[src/rtl/square_motion_ctrl.sv]
// square_motion_ctrl: debounced button-driven square position, updated once per frame,
// plus active-area pixel counters and a registered in-square flag for the pixel path.
module square_motion_ctrl #(
    parameter int H_ACTIVE        = 640,
    parameter int V_ACTIVE        = 480,
    parameter int SQ_SIZE         = 32,
    parameter int STEP            = 4,
    parameter int DEBOUNCE_FRAMES = 3,
    parameter int X_INIT          = 304,
    parameter int Y_INIT          = 224
) (
    input  logic       iVGA_CLK,
    input  logic       iRST_n,
    input  logic       iVS,
    input  logic       iBLANK_n,
    input  logic       left,
    input  logic       right,
    input  logic       up,
    input  logic       down,
    output logic [9:0] oX,
    output logic [8:0] oY,
    output logic       oIN_SQUARE,
    output logic       oFRAME_TICK,
    output logic       oMOVING
);
    localparam logic [10:0] X_LIM11  = 11'(H_ACTIVE - SQ_SIZE);
    localparam logic [9:0]  X_LIM10  = 10'(H_ACTIVE - SQ_SIZE);
    localparam logic [9:0]  Y_LIM10  = 10'(V_ACTIVE - SQ_SIZE);
    localparam logic [8:0]  Y_LIM9   = 9'(V_ACTIVE - SQ_SIZE);
    localparam logic [10:0] X_STEP11 = 11'(STEP);
    localparam logic [9:0]  X_STEP10 = 10'(STEP);
    localparam logic [9:0]  Y_STEP10 = 10'(STEP);
    localparam logic [8:0]  Y_STEP9  = 9'(STEP);
    localparam logic [10:0] X_SIZE   = 11'(SQ_SIZE);
    localparam logic [9:0]  Y_SIZE   = 10'(SQ_SIZE);
    localparam logic [3:0]  DB       = 4'(DEBOUNCE_FRAMES);
    localparam logic [9:0]  PX_MAX   = 10'(H_ACTIVE - 1);
    localparam logic [8:0]  PY_MAX   = 9'(V_ACTIVE - 1);

    // button order: {down, up, right, left}
    logic [3:0]  sync1, sync2, act;
    logic [3:0]  cnt [4];
    logic        vs_d, blank_d, tick, blank_fall, in_sq;
    logic [9:0]  px, x_new;
    logic [8:0]  py, y_new;
    logic [10:0] x_sum;
    logic [9:0]  y_sum;

    assign tick        = vs_d & ~iVS;
    assign oFRAME_TICK = tick;
    assign blank_fall  = blank_d & ~iBLANK_n;

    for (genvar g = 0; g < 4; g++) begin : g_act
        assign act[g] = cnt[g] == DB;
    end

    // sums carry one extra bit so the clamp sees the true value
    assign x_sum = {1'b0, oX} + X_STEP11;
    assign y_sum = {1'b0, oY} + Y_STEP10;

    always_comb begin
        x_new = (act[1] & ~act[0]) ? ((x_sum > X_LIM11) ? X_LIM10 : x_sum[9:0]) :
                (act[0] & ~act[1]) ? ((oX < X_STEP10) ? 10'd0 : oX - X_STEP10) : oX;
        y_new = (act[3] & ~act[2]) ? ((y_sum > Y_LIM10) ? Y_LIM9 : y_sum[8:0]) :
                (act[2] & ~act[3]) ? ((oY < Y_STEP9) ? 9'd0 : oY - Y_STEP9) : oY;
        in_sq = iBLANK_n & (px >= oX) & ({1'b0, px} < {1'b0, oX} + X_SIZE) &
                (py >= oY) & ({1'b0, py} < {1'b0, oY} + Y_SIZE);
    end

    always_ff @(posedge iVGA_CLK or negedge iRST_n) begin
        if (!iRST_n) begin
            sync1   <= '0;
            sync2   <= '0;
            vs_d    <= 1'b1;
            blank_d <= 1'b0;
            for (int i = 0; i < 4; i++) cnt[i] <= '0;
        end else begin
            sync1   <= {down, up, right, left};
            sync2   <= sync1;
            vs_d    <= iVS;
            blank_d <= iBLANK_n;
            if (tick)
                for (int i = 0; i < 4; i++)
                    cnt[i] <= sync2[i] ? (act[i] ? cnt[i] : cnt[i] + 4'd1) : 4'd0;
        end
    end

    always_ff @(posedge iVGA_CLK or negedge iRST_n) begin
        if (!iRST_n) begin
            oX      <= 10'(X_INIT);
            oY      <= 9'(Y_INIT);
            oMOVING <= 1'b0;
        end else begin
            oMOVING <= tick & ((x_new != oX) | (y_new != oY));
            if (tick) begin
                oX <= x_new;
                oY <= y_new;
            end
        end
    end

    // frame tick wins over a coincident blank edge
    always_ff @(posedge iVGA_CLK or negedge iRST_n) begin
        if (!iRST_n) begin
            px         <= '0;
            py         <= '0;
            oIN_SQUARE <= 1'b0;
        end else begin
            oIN_SQUARE <= in_sq;
            if (tick) begin
                px <= '0;
                py <= '0;
            end else if (blank_fall) begin
                px <= '0;
                py <= (py == PY_MAX) ? py : py + 9'd1;
            end else if (iBLANK_n && px != PX_MAX) begin
                px <= px + 10'd1;
            end
        end
    end
endmodule

[config.mk]
export PLATFORM = sky130hd
export DESIGN_NAME = square_motion_ctrl
export DESIGN_NICKNAME = d
export VERILOG_FILES = /design/src/rtl/square_motion_ctrl.sv
export SDC_FILE = /design/constraint.sdc
export NUM_CORES = 1
export LEC_CHECK = 0
export ABC_CLOCK_PERIOD_IN_PS = 4000
export CAP_MARGIN = 10
export CORE_ASPECT_RATIO = 1.75
export CORE_MARGIN = 2
export CORE_UTILIZATION = 50
export DETAILED_ROUTE_END_ITERATION = 8
export PLACE_DENSITY = 0.69
export SETUP_SLACK_MARGIN = 0.15
export SKIP_CTS_REPAIR_TIMING = 1
export SLEW_MARGIN = 5
export SYNTH_ARGS = -nofsm -noshare
export SYNTH_HDL_FRONTEND = slang
export SYNTH_SLANG_ARGS = --single-unit
[constraint.sdc]
create_clock -name iVGA_CLK -period 4 [get_ports iVGA_CLK]
set_input_delay 0.6 -clock iVGA_CLK [delete_from_list [all_inputs] [get_ports iVGA_CLK]]
set_output_delay 0.6 -clock iVGA_CLK [all_outputs]
set_load 0.01 [all_outputs]
* After elaboration in Yosys (flattened, before gate mapping) *
Cells that the tools add are included.
W data, S select, Z words.

word-level totals
  register bits = 66
  word-level logic and storage cells = 95
  bits of input ports = 8

operators by class
  add/sub/neg operators = 12
  mux-type cells = 22
  equal/unequal tests = 13
  reduce and logical (&&, ||, !) cells = 8
  $lt $le $gt $ge = 8
  bitwise operators = 18

operators with widths
  operator                 count
  $mux W10                 7
  $mux W9                  7
  $mux W4                  8
  $add A4 B1 Y4 const B    4
  $eq A4 B2 Y1 const B     4
  $add A10 B3 Y11 const B  1
  $add A10 B6 Y11 const B  1
  $and A1 B1 Y1            11
  $gt A11 B10 Y1 const B   1
  $lt A10 B11 Y1           1
  $add A10 B1 Y10 const B  1
  $add A9 B3 Y10 const B   1
  $add A9 B6 Y10 const B   1
  $ge A10 B10 Y1           1
  $gt A10 B9 Y1 const B    1
  $lt A10 B3 Y1 const B    1
  $lt A9 B10 Y1            1
  $ne A10 B10 Y1           1
  $ne A10 B10 Y1 const B   1
  $ne A2 B2 Y1 const B     5
  $reduce_and A2 Y1        5
  $sub A10 B3 Y10 const B  1
  $add A9 B1 Y9 const B    1
  $eq A9 B9 Y1 const B     1
  other kinds (9)          14

* Longest topological paths before layout *
  depth in word-level cells = 8
  mapped depth = 11

* Worst setup path before layout *
Ideal clock, no wire load.

  kind = register to register
  start = reg oX[5]
  end = reg oMOVING
  required time = 3.858 ns
  period minus slack after synthesis = 2.454 ns
  slack = 1.546 ns
  cell stages (with the launch flop) = 10
  arrival time = 2.312 ns
  path buffers = 0
  cells stage by stage = dfstp_2 > ha_1 > and4_1 > nand3_1 > mux2i_2 > a311oi_2 > xnor2_1 > nor4_1 > nor4b_2 > a41oi_1

on the way
  word-level cells in the longest chain between the ends = 7
  elaborated cells on any way between the ends = 11
  classes of those cells = add/sub (2); order compare (2); eq/ne (1); mux (4); bitwise (2)

RTL lines
  element                                            line    source
  start: declaration                                 20      output logic [9:0] oX,
  start signal: assignment                           90      oX <= 10'(X_INIT);
  start signal: assignment                           96      oX <= x_new;
  $add A10 B3 Y11 (tied with other cells)            58      assign x_sum = {1'b0, oX} + X_STEP11;
  $gt A11 B10 Y1 / $mux W10 (equally long branches)  62, 63
  $mux W10 (on tied branches)                        62, 63
  $mux W10                                           62      x_new = (act[1] & ~act[0]) ? ((x_sum > X_LIM11) ? X_LIM10 : x_sum[9:0]) :
  $ne A10 B10 Y1 (*)                                 94      oMOVING <= tick & ((x_new != oX) | (y_new != oY));
  $or A1 B1 Y1 (*)                                   94
  $and A1 B1 Y1 (*)                                  94
  end signal: assignment                             94
  end: declaration                                   24      output logic oMOVING

Every way passes the cells marked *; elsewhere a longest branch is shown, timed or not.
A chain may end at the register's enable or synchronous reset.

* Worst setup path after layout *
Same ends and word-level chain as after synthesis.

==> metrics.cfg <==
[yosys]
yosysSeqAreaShare = 0.347
synth_cell_type_count = 73
yosys_warnings = 0
ys_async_sr_fraction = 1.00
syn-num-nets = 582
synth_top_area_cell = dfrtp_1
synth-seq-cells = 66
postSynthCellCount = 531
synth-edff-count = 0
synth_ff_type = dfrtp_1
synthDominantCellAreaShare = 0.308
synth_area_per_cell_um2 = 9.02
synth.area.top_cells = dfrtp_1 31%, ha_1 11%, o21ai_0 3.9%
netlist_area_mm2 = 0.00479

[cts]
cts_tree = done
cts_root_buf = clkbuf_16
clock_sinks = 66
cts-htree-levels = 3
clkSlewWorstSetupHoldPaths_ps = 60
clk_latency_ps = 340
cts_inserted_buffers = 9
clk_path_buf_depth = 2

[critical_path]
crit_slowest_cell = dfstp_2
path_delay_family = simple AND/OR/NAND/NOR gates
max_stage_delay_ps = 700
r2r_end = oMOVING
path_cells = ha_1, and4_1, nand3_1, mux2i_2, o21ai_0, o311ai_0, nor4_1, nor4b_2, a41oi_1
arrival_ps = 3220
reg2reg_from = oX[5]
crit_buf_inv = 0
cp-start-kind = register
worstPathRequired_ps = 4190
critPathCaptureType = register
ff2ff_path_depth = 9
cp_max_fo = 14
crit_type = register to register
rrSetupSlack_ps = 970

[sta]
finalClockSkew_ps = 9.29
rsz0062_at_grt = false
min_period_over_period = 0.757
layout_setup_ws_ps = 972
period_needed_ps = 3030
slew_violations = 0
fin_worst_hold_slack_ps = 236
setup_viol = 0
fmax_mhz = 330
finalSetupTns_ps = 0
max-slew-margin-rel = 0.470
worst_slew_pin_slew_ps = 793
final-hold-violation-count = 0

[layout]
final_nets = 605
final_area_mm2 = 0.00544
final_common_cell = dfrtp_1
drive_above_1_share = 0.0894
n_antenna_cell = 0
ff_latch_area_mm2 = 0.00166
final_cell_mix = 59 x dfrtp_1, 49 x nand2_1, 43 x ha_1
multi_input_area_mm2 = 0.00290
area_growth_pct = 13.6
fillers = 857

[global_route]
grt_pass1_vias = 4423
antenna_found_initial = 0
overflow = 0
grt_max_degree = 45
grt_first_pass_wirelength_um = 20600
grt_use_total = 0.247

[worst_hold_path]
hp-class = input port to async pin

[routing]
drtPass1Iterations = 6
routed_wl_um = 12100
vias_per_cell = 6.31
wl_per_cell_um = 17.8
drt_iter0_drc = 280
postRouteAntennaNets = 0
remaining_drc_errors = 0
via_count = 4295

[floorplanning]
start_util = 0.509
io_pins = 30
die_h_um = 133
die_area_mm2 = 0.0104
num_rows = 47
core_mm2 = 0.00941
die_w_um = 78.0

[power]
power_mw = 2.92
power_density_mw_per_mm2 = 537
p_leak_nw = 2.35
ir_drop_uv = 284

[flow_run]
max-cap-violations = 0

[place]
dpl-instance-area_mm2 = 0.00515
portBuffers = 29
place_ws_ps = 1060
hpwl_um = 8880
globalplace.congestion = 0.985

[status]
outcome = finished clean

==> report_power, final <==
group	internal, mW	switching, mW	leakage, nW
Combinational	0.499	0.589	1.36
Clock	0.498	0.286	0.144
Sequential	0.795	0.254	0.844
Total	1.79	1.13	2.35
==> Yosys cell counts (all sizes together), types with 12 or more instances <==
library cell   n
a21oi         25
nand4         13
a22o          12
ha            43
inv           30
nor2          38
xor2          12
o21ai         37
xnor2         12
nand2         53
nand3         24
dfrtp         59
==> registers in the layout, indices dropped and copies added (netlist names) <==
| name | flops |
|---|---|
| sync1 | 4 |
| blank_d | 1 |
| cnt | 16 |
| oIN_SQUARE | 1 |
| oY | 9 |
| oMOVING | 1 |
| vs_d | 1 |
| px | 10 |
| oX | 10 |
| sync2 | 4 |
| py | 9 |
==> layout make-up <==
cell class                      instances  area share
Clock inverter                          3     0.00736
Inverter                               31      0.0214
Clock buffer                           13      0.0460
Multi-Input combinational cell        413       0.534
Tap cell                              122      0.0281
Sequential cell                        66       0.305
Timing Repair Buffer                   33      0.0580
==> per-layer routing <==
metal | up-vias | global-route usage | share of wire
met2 | 144 | 0.421 | 0.52
met1 | 2094 | 0.272 | 0.39
met5 | - | 0 | 0
met4 | 0 | 0.174 | 0.051
li1 | 2010 | - | -
met3 | 47 | 0.0467 | 0.041
==> cell families after synthesis <==
| kind of cell | after synthesis | synth area share |
|---|---|---|
| AO/OA/AOI/OAI | 150 | 0.216 |
| multiplexers | 9 | 0.0209 |
| flip-flops | 66 | 0.347 |
| XOR/XNOR | 24 | 0.0439 |
| adder cells (fa/ha/maj) | 43 | 0.112 |
| AND/OR/NAND/NOR | 187 | 0.212 |
| buffers and inverters | 52 | 0.0470 |
==> worst max path at each step <==
stage          start  slack, ps  cells after the start  endpoint
2_1_floorplan  oX[5]       1550                      9   oMOVING
3_3_place_gp   oX[5]       1140                      9   oMOVING
3_5_place_dp   oY[6]       1060                      8   oMOVING
4_1_cts        oY[6]       1070                      8   oMOVING
5_1_grt        oX[5]        720                      9   oMOVING
6_report       oX[5]        970                      9   oMOVING
==> through the flow <==
| step | util | std cells |
|---|---|---|
| floorplan | - | 531 |
| global placement | 0.547 | 665 |
| detailed placement | 0.547 | 665 |
| CTS | 0.578 | 681 |
| global route | 0.578 | 681 |
| finish | 0.578 | 681 |
Note: power is estimated with default switching activity, not from simulation.
